<file path="config.mk">
export PLATFORM = sky130hd
export DESIGN_NAME = ife_core_scheduler
export DESIGN_NICKNAME = d
export VERILOG_FILES = /design/src/rtl/ife_core_scheduler.sv
export SDC_FILE = /design/constraint.sdc
export NUM_CORES = 1
export LEC_CHECK = 0
export CORE_MARGIN = 2
export CORE_UTILIZATION = 43
export DETAILED_ROUTE_END_ITERATION = 7
export PLACE_DENSITY_LB_ADDON = 0.08
export SYNTH_ARGS = -nofsm -noshare
export SYNTH_HDL_FRONTEND = slang
export SYNTH_SLANG_ARGS = --single-unit
</file>
<file path="constraint.sdc">
create_clock -name clk -period 2 [get_ports clk]
set_input_delay 0.4 -clock clk [delete_from_list [all_inputs] [get_ports clk]]
set_output_delay 0.4 -clock clk [all_outputs]
set_load 0.05 [all_outputs]
</file>
<file path="src/rtl/ife_core_scheduler.sv">
// ife_core_scheduler: picks two idle cores round-robin, starts them, waits for both done
// pulses, then commits the block or falls back to serial re-execution on timeout.
module ife_core_scheduler #(
    parameter int BLOCK_ID_WIDTH = 8,
    parameter int NUM_CORES = 4,
    parameter int TIMEOUT_CYCLES = 64,
    localparam int CORE_IDX_WIDTH = $clog2(NUM_CORES)
) (
    input  logic                      clk,
    input  logic                      rst,
    input  logic                      req_valid,
    input  logic [BLOCK_ID_WIDTH-1:0] req_block_id,
    output logic                      req_ready,
    input  logic [NUM_CORES-1:0]      core_idle_mask,
    output logic [NUM_CORES-1:0]      core_start,
    output logic [CORE_IDX_WIDTH-1:0] core_sel_0,
    output logic [CORE_IDX_WIDTH-1:0] core_sel_1,
    input  logic [NUM_CORES-1:0]      core_done,
    output logic                      commit_valid,
    output logic [BLOCK_ID_WIDTH-1:0] active_block_id,
    output logic                      timeout_fallback,
    output logic                      busy
);
    localparam int TW = $clog2(TIMEOUT_CYCLES);

    if (NUM_CORES < 2) begin : g_bad_cores
        $error("NUM_CORES must be >= 2");
    end
    if (TIMEOUT_CYCLES < 2) begin : g_bad_timeout
        $error("TIMEOUT_CYCLES must be >= 2");
    end

    typedef enum logic [1:0] {IDLE, RUN, COMMIT, ABORT} state_t;

    state_t                    state, state_n;
    logic [CORE_IDX_WIDTH-1:0] rr_ptr, cand0, cand1, rr_next;
    logic [TW-1:0]             timer;
    logic [1:0]                done_seen;
    logic [NUM_CORES-1:0]      start_q;
    logic                      found0, found1, accept, d0, d1;

    // Scan from rr_ptr with wrap; cand1 is taken before cand0 is claimed so one index never fills both.
    always_comb begin
        cand0 = '0;
        cand1 = '0;
        found0 = 1'b0;
        found1 = 1'b0;
        for (int k = 0; k < NUM_CORES; k++) begin
            if (core_idle_mask[(int'(rr_ptr) + k) % NUM_CORES] && found0 && !found1) begin
                cand1 = CORE_IDX_WIDTH'((int'(rr_ptr) + k) % NUM_CORES);
                found1 = 1'b1;
            end
            if (core_idle_mask[(int'(rr_ptr) + k) % NUM_CORES] && !found0) begin
                cand0 = CORE_IDX_WIDTH'((int'(rr_ptr) + k) % NUM_CORES);
                found0 = 1'b1;
            end
        end
    end

    assign rr_next          = (cand1 == CORE_IDX_WIDTH'(NUM_CORES - 1)) ? '0 : cand1 + 1'b1;
    assign req_ready        = !rst && state == IDLE && found1;
    assign accept           = req_valid && req_ready;
    assign d0               = done_seen[0] | core_done[core_sel_0];
    assign d1               = done_seen[1] | core_done[core_sel_1];
    assign busy             = state != IDLE;
    assign commit_valid     = !rst && state == COMMIT;
    assign timeout_fallback = !rst && state == ABORT;
    assign core_start       = rst ? '0 : start_q;

    always_comb begin
        state_n = IDLE;
        state_n = state == IDLE ? (accept ? RUN : IDLE) :
                  state == RUN  ? ((d0 && d1) ? COMMIT : (timer == TW'(TIMEOUT_CYCLES - 1)) ? ABORT : RUN) :
                  IDLE;
    end

    always_ff @(posedge clk) begin
        if (rst) state <= IDLE;
        else     state <= state_n;
    end

    always_ff @(posedge clk) begin
        if (rst) begin
            rr_ptr          <= '0;
            timer           <= '0;
            done_seen       <= '0;
            core_sel_0      <= '0;
            core_sel_1      <= '0;
            active_block_id <= '0;
            start_q         <= '0;
        end else begin
            start_q <= '0;
            if (accept) begin
                active_block_id <= req_block_id;
                core_sel_0      <= cand0;
                core_sel_1      <= cand1;
                rr_ptr          <= rr_next;
                timer           <= '0;
                done_seen       <= '0;
                start_q         <= (NUM_CORES'(1) << cand0) | (NUM_CORES'(1) << cand1);
            end else if (state == RUN) begin
                timer     <= timer + 1'b1;
                done_seen <= {d1, d0};
            end
        end
    end
endmodule

</file>
==> results by group, run 1 <==
Run status
  – Status: completed

Setup path
  – WS Path Type: input port to output pin
  – R2r setup slk: 0.15 ns
  – WP data arrival: 1.54 ns
  – Path depth of the worst reg2reg path: 7
  – WP data required: 1.60 ns
  – Crit-path max FO: 6
  – Worst r2r src: rr_ptr[1]
  – Worst setup EP type: output pin
  – Worst setup SP type: input port
  – Worst r2r dst: rr_ptr[1]

Synthesis
  – Post-synth top area cell: dfxtp_1
  – Synth Register Bits: 28
  – Synth warnings: 0
  – Synth unique cells: 44
  – Post-synth top area share: 37.84%
  – Post-synth ARST share: 0%
  – Top post-synthesis cells by count: 28 x dfxtp_1, 21 x nand2_1, 15 x a21oi_1
  – Most common cell in the netlist: dfxtp_1
  – Post-Syn Instances: 164
  – Post-Syn Area per Cell: 9.033 µm²
  – Largest cells by area after synthesis: dfxtp_1 38%, nand2_1 5.3%, a21oi_1 5.1%
  – Sequential share of the synthesized area: 37.84%
  – Synthesized cell area: 1481 µm²
  – Syn Nets: 188
  – Post-synth EDFFs: 0
  – Primary FF master, synth: dfxtp_1

Global route
  – Global Route Usage Sum: 19.05%
  – Vias in the first global route: 1,321
  – First-pass GRT wire length: 6092 µm
  – Initial antenna violation count: 0
  – Pin count of the biggest net entering global routing: 18
  – Grt total ovfl: 0

Placement
  – Routability Congestion: 0.7294
  – Port buffer count: 38
  – Placed Area: 2090 µm²
  – Pre-CTS setup slack: -0.5107 ns
  – Dpl hpwl: 2636 µm

Power and ir drop
  – Leak: 0.8957 nW
  – Combinational Power Share: 32.1%
  – Net Sw Power: 0.4419 mW
  – PwrDens: 665.9 nW/µm²
  – Int Power: 1.018 mW
  – Peak supply drop: 611.0 µV
  – Clock power share: 25.0%
  – Total power: 1.460 mW
  – Reg power frac: 42.9%
  – Switching share of power: 30.27%

Floorplan
  – Core Region: 3311 µm²
  – Die height: 62.70 µm
  – Die W: 62.70 µm
  – Die area: 3931 µm²
  – Num rows: 21
  – Initial Utilization: 44.75%
  – Num ports: 39

Flow run
  – Max Cap Violations: 0

Finish
  – Area grow syn2layout: 47.97%
  – Nets: 246
  – # fillers: 321
  – Share of cells above drive strength 1: 28.96%
  – Final Cell Area: 2192 µm²
  – Antenna diodes: 0

STA
  – Worst setup margin: 0.06258 ns
  – Setup Viol. Count Final: 0
  – Final Skew: 0.01122 ns
  – Final worst-path cycle share: 96.87%
  – Worst slew margin: 65.70%
  – RSZ-0062 raised after global routing: no
  – Min cycle time layout: 1.937 ns
  – Maximum clock rate: 516.2 MHz
  – Slew Viols, Final: 0
  – Worst Max-Slew Pin Slew: 0.5137 ns
  – Setup TNS: 0 ns
  – Hold Fails Final Rpt: 0

Detailed routing
  – Drt drc: 0
  – Drt initial violations: 63
  – Antenna-violating nets left: 0
  – Vias/cell: 5.202
  – 1st-pass router iterations: 5
  – Avg WL per Cell: 13.53 µm
  – Routed wire length: 3612 µm
  – Vias: 1,389

CTS
  – Clock slew seen by the registers of the worst setup and hold paths: 0.15 ns
  – Worst-skew pair later-pin latency: 0.33 ns
  – CTS buffer count: 3
  – CTS H-tree lvls: 1
  – CTS root buf: clkbuf_4
  – CTS tree: built
  – Clk sinks: 28
  – Max clock buf depth: 2

Worst hold path
  – Hold Startpoint: active_block_id[2]
  – Hold Path Sink: active_block_id[2]
  – HP Class: register to register
  – Hold path depth: 2
==> per-layer routing <==
layer,vias up,global-route usage (%),wire (µm)
met1,647,24.55,1580
met3,2,5.405,244
met2,52,31.99,1770
met5,-,0,0
met4,0,3.611,17
li1,688,-,-
==> area by class of cell <==
class | count | area [µm²] | share of cell area, %
multi-input combinational | 123 | 870.8 | 39.73
timing repair buffer | 62 | 629.4 | 28.71
sequential | 28 | 566.8 | 25.86
tap | 46 | 57.56 | 2.626
clock inverter | 1 | 30.03 | 1.370
clock buffer | 3 | 22.52 | 1.027
inverter | 4 | 15.01 | 0.6849
==> sequential cells by signal, indices dropped and copies added (netlist names) <==
register and cells:
start_q 4, active_block_id 8, core_sel_0 2, done_seen 2
rr_ptr 2, core_sel_1 2, timer 6, state 2
==> logic make-up after synthesis <==
kind of cell | share of synthesized area (%)
AO/OA/AOI/OAI | 21.20
flip-flops | 37.84
multiplexers | 3.716
buffers and inverters | 5.236
adder cells (fa/ha/maj) | 4.983
AND/OR/NAND/NOR | 24.66
XOR/XNOR | 2.365
==> power groups by stage <==
| stage | registers (mW) | logic (mW) | clock network (mW) |
|---|---|---|---|
| 2_1_floorplan | 0.673 | 0.239 | 0 |
| 3_3_place_gp | 0.635 | 0.449 | 0 |
| 3_5_place_dp | 0.636 | 0.456 | 0 |
| 4_1_cts | 0.625 | 0.472 | 0.374 |
| 5_1_grt | 0.631 | 0.507 | 0.395 |
| 6_report | 0.626 | 0.469 | 0.365 |
==> worst max-delay path by stage <==
stage,start,slack [ns],cells past startpoint,to
2_1_floorplan,core_idle_mask[3],0.03,7,rr_ptr[1]
3_3_place_gp,core_idle_mask[0],-0.45,7,rr_ptr[1]
3_5_place_dp,core_idle_mask[0],-0.51,8,start_q[0]
4_1_cts,core_sel_1[0],0.002,1,core_sel_1[0]
5_1_grt,rst,0.01,4,commit_valid
6_report,rst,0.06,4,commit_valid
==> per-stage QoR <==
| stage | std cells | util [%] | hold WS [ns] |
|---|---|---|---|
| floorplan | 164 | - | 0.4371 |
| global placement | 259 | 63.11 | 0.4494 |
| detailed placement | 259 | 63.11 | 0.4516 |
| CTS | 267 | 66.18 | 0.4711 |
| global route | 267 | 66.21 | 0.4912 |
| finish | 267 | 66.21 | 0.4722 |
==> critical path, cell delays in order <==
cell	delay (ns)
clkdlybuf4s50_1	0.53
buf_4	0.20
nor3b_2	0.24
buf_12	0.17
==> what timing repair did <==
action,CTS,global route
buffers inserted,4,0
resized for setup,11,12
pin swaps,2,2
hold buffers,0,0
endpoints found under the setup margin,12,9
==> cells in the final DEF, fill, tap and decap left out, types with 4 or more instances in the layout <==
cell,n
buf_12,8
a21oi_2,4
a22o_1,6
a21oi_1,15
nand2_1,21
buf_4,24
nand2b_1,4
nor2b_1,8
dfxtp_1,25
o21a_1,4
nor2_1,10
ha_1,5
nand2_2,4
clkdlybuf4s50_1,22
inv_1,4
Power figures use the tool's default switching activity.
==> run 2, diff against run 1 <==
==> constraint.sdc (replaced) <==
create_clock -name clk -period 2 [get_ports clk]
set_input_delay 0.5 -clock clk [delete_from_list [all_inputs] [get_ports clk]]
set_output_delay 0.5 -clock clk [all_outputs]
set_load 0.05 [all_outputs]
==> results by group, run 2 (synthesis results as in run 1) <==
CTS
  – CTS H-tree lvls: 1
  – Clk sinks: 28
  – Worst-skew pair later-pin latency: 0.32 ns
  – CTS tree: built
  – Max clock buf depth: 2
  – CTS buffer count: 3
  – CTS root buf: clkbuf_4
  – Clock slew seen by the registers of the worst setup and hold paths: 0.14 ns

Power and ir drop
  – PwrDens: 607.7 nW/µm²
  – Total power: 1.347 mW
  – Leak: 0.9737 nW
  – Peak supply drop: 500.6 µV

STA
  – Final Skew: 0.006373 ns
  – Hold Fails Final Rpt: 0
  – Maximum clock rate: 496.8 MHz
  – Worst Max-Slew Pin Slew: 0.5089 ns
  – Final hold slack: 0.4693 ns
  – Worst setup margin: -0.01280 ns
  – Final worst-path cycle share: 100.6%
  – Slew Viols, Final: 0
  – Setup Viol. Count Final: 1
  – Min cycle time layout: 2.013 ns
  – RSZ-0062 raised after global routing: yes
  – Worst slew margin: 66.02%

Global route
  – Grt total ovfl: 0
  – First-pass GRT wire length: 6465 µm
  – Initial antenna violation count: 0
  – Vias in the first global route: 1,412
  – Global Route Usage Sum: 20.17%
  – Pin count of the biggest net entering global routing: 19

Setup path
  – WP data required: 1.50 ns
  – R2r setup slk: 0.20 ns
  – CP bufs+invs: 1
  – Slowest stage delay, CP: 0.37 ns
  – Worst setup SP type: register
  – Slowest CP cell: dfxtp_2
  – WP data arrival: 1.51 ns
  – Kind of cell adding the most delay to the critical path: simple AND/OR/NAND/NOR gates
  – WS Path Type: register to output pin
  – CP cell instances: or2_4 > nor4_4 > and2_4 > buf_12
  – Crit-path max FO: 5
  – Worst setup EP type: output pin

Placement
  – Port buffer count: 38
  – Routability Congestion: 0.8107
  – Dpl hpwl: 2657 µm
  – DP Cell Count: 263

Detailed routing
  – Avg WL per Cell: 13.30 µm
  – Vias/cell: 5.125
  – Vias: 1,399
  – Antenna-violating nets left: 0
  – Drt drc: 0
  – Routed wire length: 3630 µm
  – 1st-pass router iterations: 4
  – Drt initial violations: 63

Finish
  – Share of cells above drive strength 1: 34.80%
  – Largest Register: active_block_id
  – Antenna diodes: 0
  – Commonest non-fill, non-tap cell in the layout: buf_4
  – # fillers: 300
  – Area grow syn2layout: 49.58%
  – Commonest cells after routing, fill and taps aside: 32 x buf_4, 25 x dfxtp_1, 21 x nand2_1
  – Final non-filler cell total: 273
  – Max reg flops: 8
  – Final core utilization: 66.93%
  – Nets: 253
  – Largest regs: active_block_id: 8 flops, timer: 6 flops, start_q: 4 flops

Floorplan
  – Initial Utilization: 44.75%
  – Die W: 62.70 µm
  – Die height: 62.70 µm
  – Core Region: 3311 µm²
  – Num ports: 39
  – Num rows: 21
  – Die area: 3931 µm²

Run status
  – Status: finished, violations left
  – Violated checks: setup timing

Worst hold path
  – HP Class: register to register

Flow run
  – Max Cap Violations: 0
[run 2: changes by cell type in the layout (fill, tap and decap cells not counted), sizes merged]
cell,previous run,this run
buf,33,48
clkdlybuf4s50,22,13
clkbuf,6,3
dlymetal6s2s,2,5
bufinv,1,0
dlygate4sd2,2,3
[run 2: repair_timing]
item	CTS	global route
pin swaps	6	3
cloned	0	1
setup endpoints to repair	23	11
hold buffers	0	0
gates resized for setup	30	7
setup buffers	5	1
[run 2: worst paths after layout]
kind / from / endpoint / cells past startpoint
setup / recovery: state[1] / req_ready / 4
hold / removal: active_block_id[2] / active_block_id[2] / 2
setup reg to reg: rr_ptr[1] / rr_ptr[1] / 7
hold reg to reg: active_block_id[2] / active_block_id[2] / 2
[run 2: worst register-to-register path: cells and delay by family, from the launching register on]
kind | cells | cell delay, ns
buffers and inverters | 1 | 0.08
AND/OR/NAND/NOR | 2 | 0.30
AO/OA/AOI/OAI | 3 | 0.63
adder cells (fa/ha/maj) | 1 | 0.23
flip-flops | 1 | 0.49
[run 2: power by group]
part	internal, mW	switching, mW
clock	0.0707	0.154
combinational	0.243	0.252
sequential	0.592	0.0348
[run 2: area by class of cell]
class | instances | area [µm²] | area share (%)
Tap cell | 46 | 57.56 | 2.597
Sequential cell | 28 | 564.3 | 25.47
Multi-Input combinational cell | 123 | 878.3 | 39.64
Clock buffer | 3 | 22.52 | 1.016
Inverter | 4 | 15.01 | 0.6776
Timing Repair Buffer | 69 | 678.2 | 30.60
[run 2: routing by layer]
layer  track usage, %  wire length, µm  share of wire, %
met1            24.38             1606                44
met2            37.10             1855                51
met3            4.505              154               4.2
met4            3.056               13              0.36
met5                0                0                 0
[run 2: through the flow]
step,setup TNS (ns),instance area (µm²),worst slack (ns)
4_1_cts,-0.002889,2196,-0.002889
3_3_place_gp,-9.057,2116,-0.4912
3_5_place_dp,-9.994,2116,-0.5506
5_1_grt,-0.09245,2216,-0.08934
6_report,-0.01280,2216,-0.01280
2_1_floorplan,0,1499,0.02136
==> run 3, diff against run 2 <==
--- a/config.mk
+++ b/config.mk
@@ -9,6 +9,7 @@
 export CORE_UTILIZATION = 43
 export DETAILED_ROUTE_END_ITERATION = 7
 export PLACE_DENSITY_LB_ADDON = 0.08
+export REMOVE_ABC_BUFFERS = 1
 export SYNTH_ARGS = -nofsm -noshare
 export SYNTH_HDL_FRONTEND = slang
 export SYNTH_SLANG_ARGS = --single-unit
==> results by group, run 3 (synthesis results as in run 1) <==
Run status
  – Status: finished, violations left
  – Violated checks: setup timing

Finish
  – Nets: 252
  – Share of cells above drive strength 1: 30.53%
  – Final Cell Area: 2192 µm²
  – Largest regs: active_block_id: 8 flops, timer: 6 flops, start_q: 4 flops
  – Commonest cells after routing, fill and taps aside: 31 x buf_4, 26 x dfxtp_1, 21 x nand2_1
  – Commonest non-fill, non-tap cell in the layout: buf_4
  – Antenna diodes: 0
  – Area grow syn2layout: 47.97%
  – Largest Register: active_block_id
  – Final non-filler cell total: 272
  – Final core utilization: 66.21%
  – Max reg flops: 8

CTS
  – Clock slew seen by the registers of the worst setup and hold paths: 0.13 ns
  – Clk sinks: 28
  – Hold Buf Count CTS: 0
  – Max clock buf depth: 2
  – Worst-skew pair later-pin latency: 0.32 ns
  – CTS tree: built
  – CTS H-tree lvls: 1
  – CTS buffer count: 3
  – CTS root buf: clkbuf_4

Global route
  – Grt total ovfl: 0
  – Global Route Usage Sum: 19.74%
  – Vias in the first global route: 1,419
  – Pin count of the biggest net entering global routing: 19
  – Initial antenna violation count: 0
  – First-pass GRT wire length: 6203 µm

Floorplan
  – Num rows: 21
  – Die W: 62.70 µm
  – Core Region: 3311 µm²
  – Die area: 3931 µm²
  – Num ports: 39
  – Die height: 62.70 µm
  – Initial Utilization: 44.75%

Placement
  – DP Cell Count: 267
  – Port buffer count: 38
  – Placed Area: 2137 µm²
  – Routability Congestion: 0.7674
  – Dpl hpwl: 2870 µm

Detailed routing
  – Vias/cell: 5.232
  – Avg WL per Cell: 13.69 µm
  – Vias: 1,423
  – Drt drc: 0
  – Drt initial violations: 46
  – Antenna-violating nets left: 0
  – Routed wire length: 3723 µm
  – 1st-pass router iterations: 4

STA
  – Worst slew margin: 66.63%
  – Hold Fails Final Rpt: 0
  – Final hold slack: 0.4718 ns
  – RSZ-0062 raised after global routing: yes
  – Setup Viol. Count Final: 1
  – Final Skew: 0.004623 ns
  – Worst Max-Slew Pin Slew: 0.4997 ns
  – Worst setup margin: -0.01197 ns
  – Final worst-path cycle share: 100.6%
  – Maximum clock rate: 497.0 MHz
  – Setup TNS: -0.01197 ns
  – Slew Viols, Final: 0
  – Min cycle time layout: 2.012 ns

Setup path
  – WP data arrival: 1.51 ns
  – Worst setup EP type: output pin
  – Crit-path max FO: 5
  – WP data required: 1.50 ns
  – Worst setup SP type: register
  – Worst r2r src: rr_ptr[1]
  – Path depth of the worst reg2reg path: 7
  – WS Path Type: register to output pin
  – Worst r2r dst: rr_ptr[1]
  – R2r setup slk: 0.17 ns

Worst hold path
  – Hold Startpoint: active_block_id[0]
  – HP Class: register to register
  – Hold path depth: 2
  – Hold Path Sink: active_block_id[0]

Power and ir drop
  – Peak supply drop: 425.8 µV
  – PwrDens: 609.7 nW/µm²
  – Leak: 0.9553 nW

Flow run
  – Max Cap Violations: 0
[run 3: how the worst max path moves through the flow]
stage	startpoint	endpoint	slack, ns	cells after the start
after floorplan	rst	commit_valid	-0.16	1
after global placement	core_idle_mask[1]	rr_ptr[1]	-0.51	7
after detailed placement	core_idle_mask[1]	rr_ptr[1]	-0.56	7
after CTS	core_idle_mask[3]	req_ready	-0.13	7
after global routing	state[1]	req_ready	-0.07	4
final	state[1]	req_ready	-0.01	4
[run 3: critical path, stage by stage (launching register included)]
cell and delay [ns]:
dfxtp_2 0.36, or2_4 0.26, nor4_4 0.24, and2_4 0.20
buf_12 0.13
[run 3: where the power goes]
part,switching (mW),total [mW],internal [mW]
clock,0.156,0.227,0.0707
combinational,0.253,0.487,0.234
sequential,0.0307,0.622,0.591
[run 3: area by class of cell]
type	count	area, µm²
clock buffers	3	22.52
fillers	295	1119
inverters	4	15.01
multi-input cells	123	858.3
flip-flops and latches	28	563.0
well taps	46	57.56
repair buffers	68	675.6
[run 3: repair_timing]
action                                  CTS  global route
endpoints found under the setup margin   30             8
cloned                                    0             0
pin swaps                                 0             2
gates resized for setup                  22            15
setup buffers                             0             2
[run 3: stage by stage]
| stage | setup WS [ns] | power [mW] |
|---|---|---|
| 4_1_cts | -0.1329 | 1.345 |
| 3_3_place_gp | -0.5074 | 1.103 |
| 3_5_place_dp | -0.5612 | 1.115 |
| 6_report | -0.01197 | 1.336 |
| 2_1_floorplan | -0.1580 | 0.8867 |
| 5_1_grt | -0.07438 | 1.408 |
[run 3: per-layer routing]
| layer | global-route usage [%] | vias up | part of all wire (%) |
|---|---|---|---|
| li1 | - | 704 | - |
| met1 | 23.10 | 682 | 43 |
| met2 | 35.62 | 29 | 51 |
| met3 | 4.324 | 8 | 3.5 |
| met4 | 6.389 | 0 | 1.9 |
| met5 | 0 | - | 0 |
